===== src/rtl/mux_rr_arbiter.sv =====
// Round-robin arbiter and sequencer for a 4x1 single-bit mux datapath.
// Grants one of four requesters at a time, drives the mux select and
// registers the selected data bit with a valid strobe. A per-grant hold
// limit bounds how long one requester can keep the output while others wait.
module mux_rr_arbiter #(
    parameter int unsigned HOLD_MAX = 8
) (
    input  logic       clk,
    input  logic       rst_n,
    input  logic [3:0] req,
    input  logic [3:0] din,
    output logic [3:0] gnt,
    output logic [1:0] sel,
    output logic       dout,
    output logic       dout_vld,
    output logic       busy
);

    localparam int unsigned HW = $clog2(HOLD_MAX + 1);

    typedef enum logic {
        IDLE  = 1'b0,
        GRANT = 1'b1
    } state_e;

    state_e         state_q;
    logic [3:0]     gnt_q;
    logic [1:0]     sel_q;
    logic [1:0]     last_q;
    logic [HW-1:0]  hold_q;
    logic           dout_q;
    logic           vld_q;

    logic [3:0]     search_mask;
    logic [1:0]     search_start;
    logic [1:0]     search_idx;
    logic           win_vld;
    logic [1:0]     win;
    logic           hold_at_max;
    logic           transfer;

    // Winner search: starts after the last grant and wraps. While granting,
    // the current owner is masked out so it can only be kept by the explicit
    // "no other requester" path, i.e. it is effectively searched last.
    always_comb begin
        search_start = last_q + 2'd1;
        search_mask  = (state_q == GRANT) ? (req & ~(4'b0001 << last_q)) : req;
        search_idx   = '0;
        win_vld      = 1'b0;
        win          = '0;
        for (int unsigned k = 0; k < 4; k++) begin
            search_idx = search_start + 2'(k);
            if (!win_vld && search_mask[search_idx]) begin
                win_vld = 1'b1;
                win     = search_idx;
            end
        end
    end

    assign hold_at_max = (hold_q == HW'(HOLD_MAX));
    assign transfer    = gnt_q[sel_q] & req[sel_q];

    // Arbitration FSM with registered grant, select and data outputs.
    always_ff @(posedge clk) begin
        if (!rst_n) begin
            state_q <= IDLE;
            gnt_q   <= '0;
            sel_q   <= '0;
            last_q  <= 2'd3;
            hold_q  <= '0;
            dout_q  <= 1'b0;
            vld_q   <= 1'b0;
        end else begin
            case (state_q)
                IDLE: begin
                    vld_q <= 1'b0;
                    if (win_vld) begin
                        state_q <= GRANT;
                        gnt_q   <= 4'b0001 << win;
                        sel_q   <= win;
                        last_q  <= win;
                        hold_q  <= HW'(1);
                    end
                end
                GRANT: begin
                    if (transfer) begin
                        dout_q <= din[sel_q];
                        vld_q  <= 1'b1;
                    end else begin
                        vld_q  <= 1'b0;
                    end

                    if (!req[sel_q]) begin
                        if (win_vld) begin
                            gnt_q  <= 4'b0001 << win;
                            sel_q  <= win;
                            last_q <= win;
                            hold_q <= HW'(1);
                        end else begin
                            state_q <= IDLE;
                            gnt_q   <= '0;
                        end
                    end else if (hold_at_max) begin
                        if (win_vld) begin
                            gnt_q  <= 4'b0001 << win;
                            sel_q  <= win;
                            last_q <= win;
                        end
                        hold_q <= HW'(1);
                    end else begin
                        hold_q <= hold_q + HW'(1);
                    end
                end
                default: begin
                    state_q <= IDLE;
                    gnt_q   <= '0;
                    vld_q   <= 1'b0;
                end
            endcase
        end
    end

    assign gnt      = gnt_q;
    assign sel      = sel_q;
    assign dout     = dout_q;
    assign dout_vld = vld_q;
    assign busy     = |gnt_q;

endmodule


===== config.mk =====
export PLATFORM = sky130hd
export DESIGN_NAME = mux_rr_arbiter
export DESIGN_NICKNAME = d
export VERILOG_FILES = /design/src/rtl/mux_rr_arbiter.sv
export SDC_FILE = /design/constraint.sdc
export NUM_CORES = 1
export LEC_CHECK = 0
export ABC_AREA = 1
export BUFFER_PORTS_ARGS = -buffer_cell sky130_fd_sc_hd__buf_2
export CORE_MARGIN = 3
export CORE_UTILIZATION = 58
export CTS_BUF_LIST = sky130_fd_sc_hd__clkbuf_8
export CTS_CLUSTER_DIAMETER = 80
export CTS_CLUSTER_SIZE = 10
export DETAILED_ROUTE_END_ITERATION = 10
export GPL_TIMING_DRIVEN = 0
export PLACE_DENSITY = 0.82
export SYNTH_ARGS = -nofsm -noshare
export SYNTH_HDL_FRONTEND = slang
export SYNTH_SLANG_ARGS = --single-unit

===== constraint.sdc =====
create_clock -name clk -period 2.8 [get_ports clk]
set_input_delay 0.42 -clock clk [delete_from_list [all_inputs] [get_ports clk]]
set_output_delay 0.42 -clock clk [all_outputs]
set_load 0.01 [all_outputs]

Word-level counts from Yosys, hierarchy flattened
Index checks and enable logic that the tools add are counted.
{"block": "classes", "shift": 2, "bitwise_logic": 4, "reduce_logical": 8, "n_mux": 45, "addsub": 5, "magnitude_cmp": 5, "eq_ne": 2}
{"operator": "2-to-1 mux 4 bit", "count": 8}
{"operator": "2-to-1 mux 2 bit", "count": 10}
{"operator": "case mux 4 bit (2 select lines)", "count": 2}
{"operator": "less-than comparator 2 x 3 -> 1 bit (second input constant)", "count": 5}
{"operator": "binary-select mux 1 bit (select 2 bit)", "count": 7}
{"operator": "2-to-1 mux 1 bit", "count": 14}
{"operator": "case mux 2 bit (2 select lines)", "count": 2}
{"operator": "<< shifter 1 x 2 -> 4 bit (first input constant)", "count": 2}
{"operator": "adder 2 x 1 -> 2 bit (second input constant)", "count": 2}
{"operator": "adder 2 bit (second input constant)", "count": 2}
{"operator": "adder 4 x 1 -> 4 bit (second input constant)", "count": 1}
{"operator": "bitwise AND 4 bit", "count": 1}
{"operator": "== test 4 bit (second input constant)", "count": 1}
{"operator": "inverter 4 bit", "count": 1}
{"operator": "case mux 1 bit (2 select lines)", "count": 2}
{"operator": "OR reduction 4 bit", "count": 1}
{"operator": "logical AND 1 bit", "count": 3}
{"operator": "logical NOT 1 bit", "count": 3}
{"operator": "inequality test 3 bit (second input constant)", "count": 1}
{"operator": "AND reduction 2 bit", "count": 1}
{"operator": "bitwise AND 1 bit", "count": 1}
{"operator": "inverter 1 bit", "count": 1}
{"block": "word_totals", "ff_bits": 15, "word_cells": 78, "output_inout_bits": 9}

Depth between registers and ports, before layout
Gate-level depths: netlist of the first run.
{"block": "logic_depth", "depth_word": 21, "ltp_mapped": 18}

Least setup slack after synthesis of the first run
OpenSTA, ideal clock, no wires.
{"block": "synth_path", "kind": "register to register", "start": "reg last_q[0]", "end": "reg last_q[1]", "stages_incl_launch_ff": 18, "n_path_buf": 3, "required_ps": 2674, "slack_ps": 607, "arrival_ps": 2067, "setup_time_ps": 126, "cell_sequence": "dfxtp_1 -> buf_6 -> inv_4 -> buf_12 -> ha_1 -> buf_2 -> inv_4 -> nand2_1 -> nand2_1 -> nand3_1 -> nand2_2 -> nand2_2 -> nor2_4 -> nand2_4 -> nand2_4 -> inv_1 -> nand2_1 -> o211ai_1"}
{"block": "synth_via", "elab_chain_len": 20, "word_cells_on_any_way": 34, "classes_between": "4 x add/sub; 1 x shift; 21 x mux; 2 x bitwise; 6 x reduce/logical"}
{"element": "start, declared", "line_no": "29", "text": "logic [1:0] last_q;"}
{"element": "start signal, assigned", "line_no": "81", "text": "last_q <= win;"}
{"element": "start signal, assigned", "line_no": "97", "text": "last_q <= win;"}
{"element": "start signal, assigned", "line_no": "107", "text": "last_q <= win;"}
{"element": "parallel branches: the longest is 16 deep, another holds adder 2 x 1 -> 2 bit"}
{"element": "2-to-1 mux 2 bit *", "line_no": "77, 94, 104"}
{"element": "2-to-1 mux 2 bit", "line_no": "103", "text": "end else if (hold_at_max) begin"}
{"element": "2-to-1 mux 2 bit", "line_no": "93", "text": "if (!req[sel_q]) begin"}
{"element": "case mux 2 bit (2 select lines) *", "line_no": "74", "text": "case (state_q)"}
Every way passes the cells marked *. The select of a mux whose other input is x is not followed.
A chain may end at the register's enable or synchronous reset.

Worst setup path after layout of the first run
Same ends and word-level chain as after synthesis.

==> results_dict.tcl, run 1 <==
set metrics [dict create \
    outcome "complete, no violations" \
    route.final.wire_length_um 2730 \
    cap_violations 0 \
    clkSinkCount 15 \
    worst_path_max_delay_cell "sky130_fd_sc_hd__dfxtp_1" \
    first_pass_iters 4 \
    syn-cell-area_um2 1180 \
    critPathCaptureType "flip-flop" \
    yosysUniqueCellTypes 28 \
    cp_num_buf_inv 6 \
    timing.final.setup_violations 0 \
    drt.antenna.violating_nets 0 \
    postLayoutCoreUtil_pct 74.0 \
    clkTransAtPathRegs_ns 0.05 \
    yosysWarnings 0 \
    grt_max_degree 12 \
    cp-start-kind "flip-flop" \
    detail_route.drc_violations 0 \
    cp_cell_sequence "buf_6, inv_4, buf_12, ha_1, buf_2, inv_4, nand2_1, nand2_1, nand3_1, nand2_2, nand2_2, nor2_4, nand2_4, nand2_4, inv_1, nand2_1, o211ai_1" \
    cp.required_ns 2.92 \
    synthFlopType "sky130_fd_sc_hd__dfxtp_1" \
    multi_input_comb_area_um2 774 \
    routabilityCongestion 0.858 \
    ys_async_sr_fraction_pct 0 \
    synth.most_common_cell "sky130_fd_sc_hd__nand2_1" \
    final_max_slew_viol_count 0 \
    p_per_area_nw_per_um2 1260 \
    final_layout_size_suffix_gt1_share_pct 23.1 \
    irDropWorstVdd_mv 1.00 \
    cpMostUsedCell "sky130_fd_sc_hd__nand2_1" \
    wire_length_of_the_first_global_routing_pass_um 4880 \
    bufs_on_longest_clock_path 2 \
    synth_top_area_cell "sky130_fd_sc_hd__dfxtp_1" \
    min_path_type "input pin to flip-flop" \
    hpwlAfterDp_um 2140 \
    layout_min_cycle_time_ns 2.51 \
    first_global_vias 1137 \
    synth-edff-count 0 \
    holdBufCountCts 0 \
    clock_tree.root_cell "sky130_fd_sc_hd__clkbuf_8" \
    avgSynthCellArea_um2 6.67 \
    die-height_um 51.1 \
    power.static_leakage_nw 0.668 \
    antenna_found_initial 0 \
    timing.final.hold_violations 0 \
    netlist_instances 177 \
    die_area_um2 2610 \
    global_route.overflow_total 0 \
    synth-seq-area-share_pct 25.5 \
    timing.setup.tns_ns 0 \
    maximum_clock_rate_ghz 0.398 \
    synth_nets 193 \
    io_buffer_count 18 \
    syn_to_final_growth_pct 14.1 \
    avgRoutedWirePerCell_um 12.2 \
    ioPinCount 19 \
    critPathMaxStageDelay_ns 0.38 \
    dp_slack_ns 0.347 \
    ys_seq_elements 15 \
    post_cts_buffers 0 \
    detailedRoute.firstIterationViolations 31 \
    regArea_um2 300 \
    via_density_per_instance 5.45 \
    postCtsResizedCells 0 \
    rsz0062_at_grt "no" \
    worstSkewPairLatency_ns 0.25 \
    final_period_util_pct 89.6 \
    diodes 0 \
    synthTopCellsByCount "sky130_fd_sc_hd__nand2_1 (51), sky130_fd_sc_hd__nand3_1 (26), sky130_fd_sc_hd__dfxtp_1 (15), sky130_fd_sc_hd__nor2_1 (15), sky130_fd_sc_hd__a21oi_1 (12)" \
    netlist_top_cells_area "sky130_fd_sc_hd__dfxtp_1 (25%), sky130_fd_sc_hd__nand2_1 (16%), sky130_fd_sc_hd__nand3_1 (11%), sky130_fd_sc_hd__ha_1 (6.4%), sky130_fd_sc_hd__a21oi_1 (5.1%)" \
    yosys.area.top_type_share_pct 25.5 \
    worst_setup_skew_after_layout_ns 0.00806 \
    grt_usage_pct 24.5 \
    floorplan.core_area_um2 1820 \
    tightest_pin_transition_ns 0.496 \
    final.hold.worst_slack_ns 0.457 \
    worstSetupPathType "flip-flop to flip-flop" \
    ctsHtreeMaxLevel 1 \
    cts_tree "done" \
    route.vias.total 1220 \
    critPathTopFamily "simple AND/OR/NAND/NOR gates" \
    chip_width_um 51.1 \
    max_slew_margin_pct 66.9 \
    n_fill_cell 168 \
    numCtsBuffers 3 \
    initial_utilization_pct 64.8 \
    crit_path_max_fanout 11 \
    cp.arrival_ns 2.63 \
    core.rowCount 15 \
    finalWorstSetupSlack_ns 0.291 \
    num-nets-final 216 \
    finalPower_mw 1.69 \
]
==> per-layer routing <==
layer  global-route usage (%)  share of wire, %
met1                     32.1                46
met2                     40.3                46
met3                     5.54               6.9
met4                     5.83              0.84
met5                        0                 0
==> logic make-up (layout without fill, tap and decap cells) <==
family                   count (synthesis)  after routing  share of synthesized area (%)
adder cells (fa/ha/maj)                  6              6                           6.36
XOR/XNOR                                 2              2                           1.48
AO/OA/AOI/OAI                           22             22                           10.6
AND/OR/NAND/NOR                        113            113                           47.2
buffers and inverters                   19             41                           8.91
flip-flops                              15             15                           25.5
==> sequential cells by signal (all words and copies together), names as in the netlist <==
register,cells
dout_vld,1
last_q,2
sel,2
gnt,4
dout,1
state_q,1
hold_q,4
==> cells in the final DEF (no fill, tap or decap), types with 5 or more instances in the layout <==
cell / instances
sky130_fd_sc_hd__ha_1: 6
sky130_fd_sc_hd__nand2_2: 7
sky130_fd_sc_hd__nand2_1: 51
sky130_fd_sc_hd__inv_1: 12
sky130_fd_sc_hd__nand3_1: 26
sky130_fd_sc_hd__dfxtp_1: 15
sky130_fd_sc_hd__o21ai_0: 5
sky130_fd_sc_hd__a21oi_1: 12
sky130_fd_sc_hd__buf_2: 19
sky130_fd_sc_hd__nor2_1: 15
==> power by group <==
part | leakage (nW) | total (mW) | internal, mW | switching, mW
Sequential | 0.123 | 0.317 | 0.269 | 0.0485
Combinational | 0.518 | 1.20 | 0.416 | 0.788
Clock | 0.0269 | 0.170 | 0.0970 | 0.0730
Total | 0.668 | 1.69 | 0.782 | 0.910
==> metrics by stage <==
step | cells | instance area, um2
5_1_grt | 224 | 1350
4_1_cts | 224 | 1350
3_3_place_gp | 220 | 1300
6_report | 224 | 1350
2_1_floorplan | 177 | 1180
3_5_place_dp | 220 | 1300
==> worst paths after layout <==
check | from | endpoint | slack, ns | depth (start not counted)
max | last_q[0]$_SDFFE_PN1P_ | last_q[1]$_SDFFE_PN1P_ | 0.29 | 17
min | rst_n | last_q[1]$_SDFFE_PN1P_ | 0.46 | 2
max reg2reg | last_q[0]$_SDFFE_PN1P_ | last_q[1]$_SDFFE_PN1P_ | 0.29 | 17
min reg2reg | dout$_SDFFE_PN0P_ | dout$_SDFFE_PN0P_ | 0.50 | 2
==> area by class of cell <==
class	instances	share of cell area [%]
plain buffers	5	3.53
clock buffers	3	3.07
clock inverters	1	0.279
inverters	14	4.28
multi-input cells	143	57.5
flip-flops and latches	15	22.3
well taps	25	2.32
repair buffers	18	6.69
Note: power is estimated with default switching activity, not from simulation.
==> run 2, diff against run 1 <==
Settings changed: BUFFER_PORTS_ARGS -buffer_cell sky130_fd_sc_hd__buf_2 to unset, CORE_UTILIZATION 58 to 65, DONT_BUFFER_PORTS set to 1, PLACE_DENSITY 0.82 to 0.81.
==> run 2 against run 1 <==
  * Critical path depth unchanged
  * Wire length decreased by 0.48%
  * Clock-buffer cell count stayed put
  * Final cell count decreased by 8.5%
  * Worst setup slack got worse by 0.041 ns
  * Cell area is 6.7% lower
  * Total power is 0.55% lower
  * Global-route usage about the same
  * Sequential share of layout area rose by 1.6 points
  * Die area is 9.5% lower
  * Clock skew decreased by 0.00076 ns
  * Largest power group unchanged
  * Highest routed layer unchanged
==> results_dict.tcl, run 2 (synthesis results as in run 1) <==
set metrics [dict create \
    p_sw_mw 0.926 \
    multi_input_comb_area_um2 774 \
    first_global_vias 1095 \
    clock_tree.root_cell "sky130_fd_sc_hd__clkbuf_8" \
    via_density_per_instance 5.83 \
    numCtsBuffers 3 \
    core.rowCount 14 \
    cp.arrival_ns 2.67 \
    detailedRoute.firstIterationViolations 48 \
    detail_route.drc_violations 0 \
    regArea_um2 300 \
    cp-start-kind "flip-flop" \
    power.sequential.fraction_pct 19.8 \
    avgRoutedWirePerCell_um 13.3 \
    worstSkewPairLatency_ns 0.25 \
    route.vias.total 1195 \
    grt_max_degree 12 \
    critPathMaxStageDelay_ns 0.38 \
    chip_width_um 48.6 \
    layout_commonest_cell "sky130_fd_sc_hd__nand2_1" \
    grt_usage_pct 24.5 \
    postCtsResizedCells 0 \
    timing.final.setup_violations 0 \
    final_max_slew_viol_count 0 \
    reg2reg_to "last_q[1]$_SDFFE_PN1P_" \
    hold-path-endpoint "last_q[1]$_SDFFE_PN1P_" \
    floorplan.core_area_um2 1610 \
    first_pass_iters 4 \
    bufs_on_longest_clock_path 2 \
    start_point_of_the_worst_hold_path "rst_n" \
    power_frac_comb_pct 70.1 \
    initial_utilization_pct 73.2 \
    outcome "complete, no violations" \
    layout.cells.most_common_list "sky130_fd_sc_hd__nand2_1 (51), sky130_fd_sc_hd__nand3_1 (26), sky130_fd_sc_hd__nor2_1 (15), sky130_fd_sc_hd__dfxtp_1 (15), sky130_fd_sc_hd__a21oi_1 (12)" \
    worst_path_max_delay_cell "sky130_fd_sc_hd__dfxtp_1" \
    post_cts_buffers 0 \
    n_fill_cell 129 \
    postLayoutCoreUtil_pct 78.0 \
    final_period_util_pct 91.1 \
    global_route.overflow_total 0 \
    syn_to_final_growth_pct 6.47 \
    clkSinkCount 15 \
    power.clock.fraction_pct 10.1 \
    hpwlAfterDp_um 2110 \
    cp.required_ns 2.92 \
    worstSetupStartpoint "last_q[0]$_SDFFE_PN1P_" \
    routed.top_layer "met4" \
    critPathCaptureType "flip-flop" \
    tightest_pin_transition_ns 0.422 \
    worst_setup_skew_after_layout_ns 0.00731 \
    reg2reg_depth 17 \
    clkTransAtPathRegs_ns 0.05 \
    power.static_leakage_nw 0.585 \
    min_path_type "input pin to flip-flop" \
    sw_frac_of_total_pct 55.0 \
    num-nets-final 198 \
    cts_tree "done" \
    antenna_found_initial 0 \
    final_layout_size_suffix_gt1_share_pct 16.0 \
    holdBufCountCts 0 \
    diodes 0 \
    wire_length_of_the_first_global_routing_pass_um 4730 \
    maximum_clock_rate_ghz 0.392 \
    drt.antenna.violating_nets 0 \
    wl_met2_um 1270 \
    worstSetupPathType "flip-flop to flip-flop" \
    cpMostUsedCell "sky130_fd_sc_hd__nand2_1" \
    route.final.wire_length_um 2720 \
    cp_cell_sequence "buf_6, inv_4, buf_12, ha_1, buf_2, inv_4, nand2_1, nand2_1, nand3_1, nand2_2, nand2_2, nor2_4, nand2_4, nand2_4, inv_1, nand2_1, o211ai_1" \
    met1Wirelength_um 1190 \
    p_per_area_nw_per_um2 1340 \
    ctsHtreeMaxLevel 1 \
    routabilityCongestion 0.866 \
    max_slew_margin_pct 71.9 \
    intPower_mw 0.756 \
    die-height_um 48.6 \
    holdPathStages 1 \
    ioPinCount 19 \
    layout_min_cycle_time_ns 2.55 \
    dr_wl_met3_um 219 \
    timing.setup.tns_ns 0 \
    regToRegSetupSlack_ns 0.25 \
    rsz0062_at_grt "no" \
    r2r-start "last_q[0]$_SDFFE_PN1P_" \
    die_area_um2 2360 \
    timing.final.hold_violations 0 \
    cap_violations 0 \
    irDropWorstVdd_mv 0.926 \
    crit_path_max_fanout 11 \
    io_buffer_count 0 \
]
-- run 2: cell count changes in the layout (fill, tap and decap cells not counted), sizes merged --
cell	before	now
buf	22	4
clkinv	0	1
inv	15	14
-- run 2: worst max-delay path by stage --
stage / endpoint / slack [ns] / depth (start not counted)
2_1_floorplan: last_q[1]$_SDFFE_PN1P_ / 0.61 / 17
3_3_place_gp: last_q[1]$_SDFFE_PN1P_ / 0.36 / 17
3_5_place_dp: last_q[1]$_SDFFE_PN1P_ / 0.33 / 17
4_1_cts: last_q[1]$_SDFFE_PN1P_ / 0.26 / 17
5_1_grt: last_q[1]$_SDFFE_PN1P_ / 0.06 / 17
6_report: last_q[1]$_SDFFE_PN1P_ / 0.25 / 17
-- run 2: cell type report --
type	count	area share, %
Buffer	5	3.78
Clock buffer	3	3.29
Clock inverter	1	0.398
Sequential cell	15	23.9
Multi-Input combinational cell	143	61.7
Tap cell	24	2.39
Inverter	14	4.58
-- run 2: worst max-delay path: cells and delay by family, from the launching register on --
| family | cells | cell delay, ns |
|---|---|---|
| AND/OR/NAND/NOR | 9 | 0.94 |
| AO/OA/AOI/OAI | 1 | 0.10 |
| adder cells (fa/ha/maj) | 1 | 0.28 |
| buffers and inverters | 6 | 0.74 |
| flip-flops | 1 | 0.38 |
-- run 2: power by group through the flow --
stage                     sequential (mW)  combinational, mW  clock (mW)
after floorplan                     0.323              0.959           0
after global placement              0.334               1.10           0
after detailed placement            0.337               1.15           0
after CTS                           0.332               1.16       0.173
after global routing                0.340               1.32       0.184
final                               0.333               1.18       0.170
-- run 2: routing by layer --
layer,up-vias,global-route usage (%)
met2,61,39.6
met5,-,0
met3,4,8.90
li1,594,-
met1,536,30.8
met4,0,5.69
-- run 2: through the flow --
| step | hold slack [ns] | worst slack (ns) | total power [mW] | cell area, um2 | std cells |
|---|---|---|---|---|---|
| CTS | 0.298 | 0.264 | 1.67 | 1260 | 205 |
| global route | 0.299 | 0.0594 | 1.85 | 1260 | 205 |
| global placement | 0.476 | 0.362 | 1.44 | 1210 | 201 |
| detailed placement | 0.494 | 0.325 | 1.49 | 1210 | 201 |
| floorplan | 0.465 | 0.607 | 1.28 | 1180 | 177 |
| finish | 0.299 | 0.249 | 1.68 | 1260 | 205 |
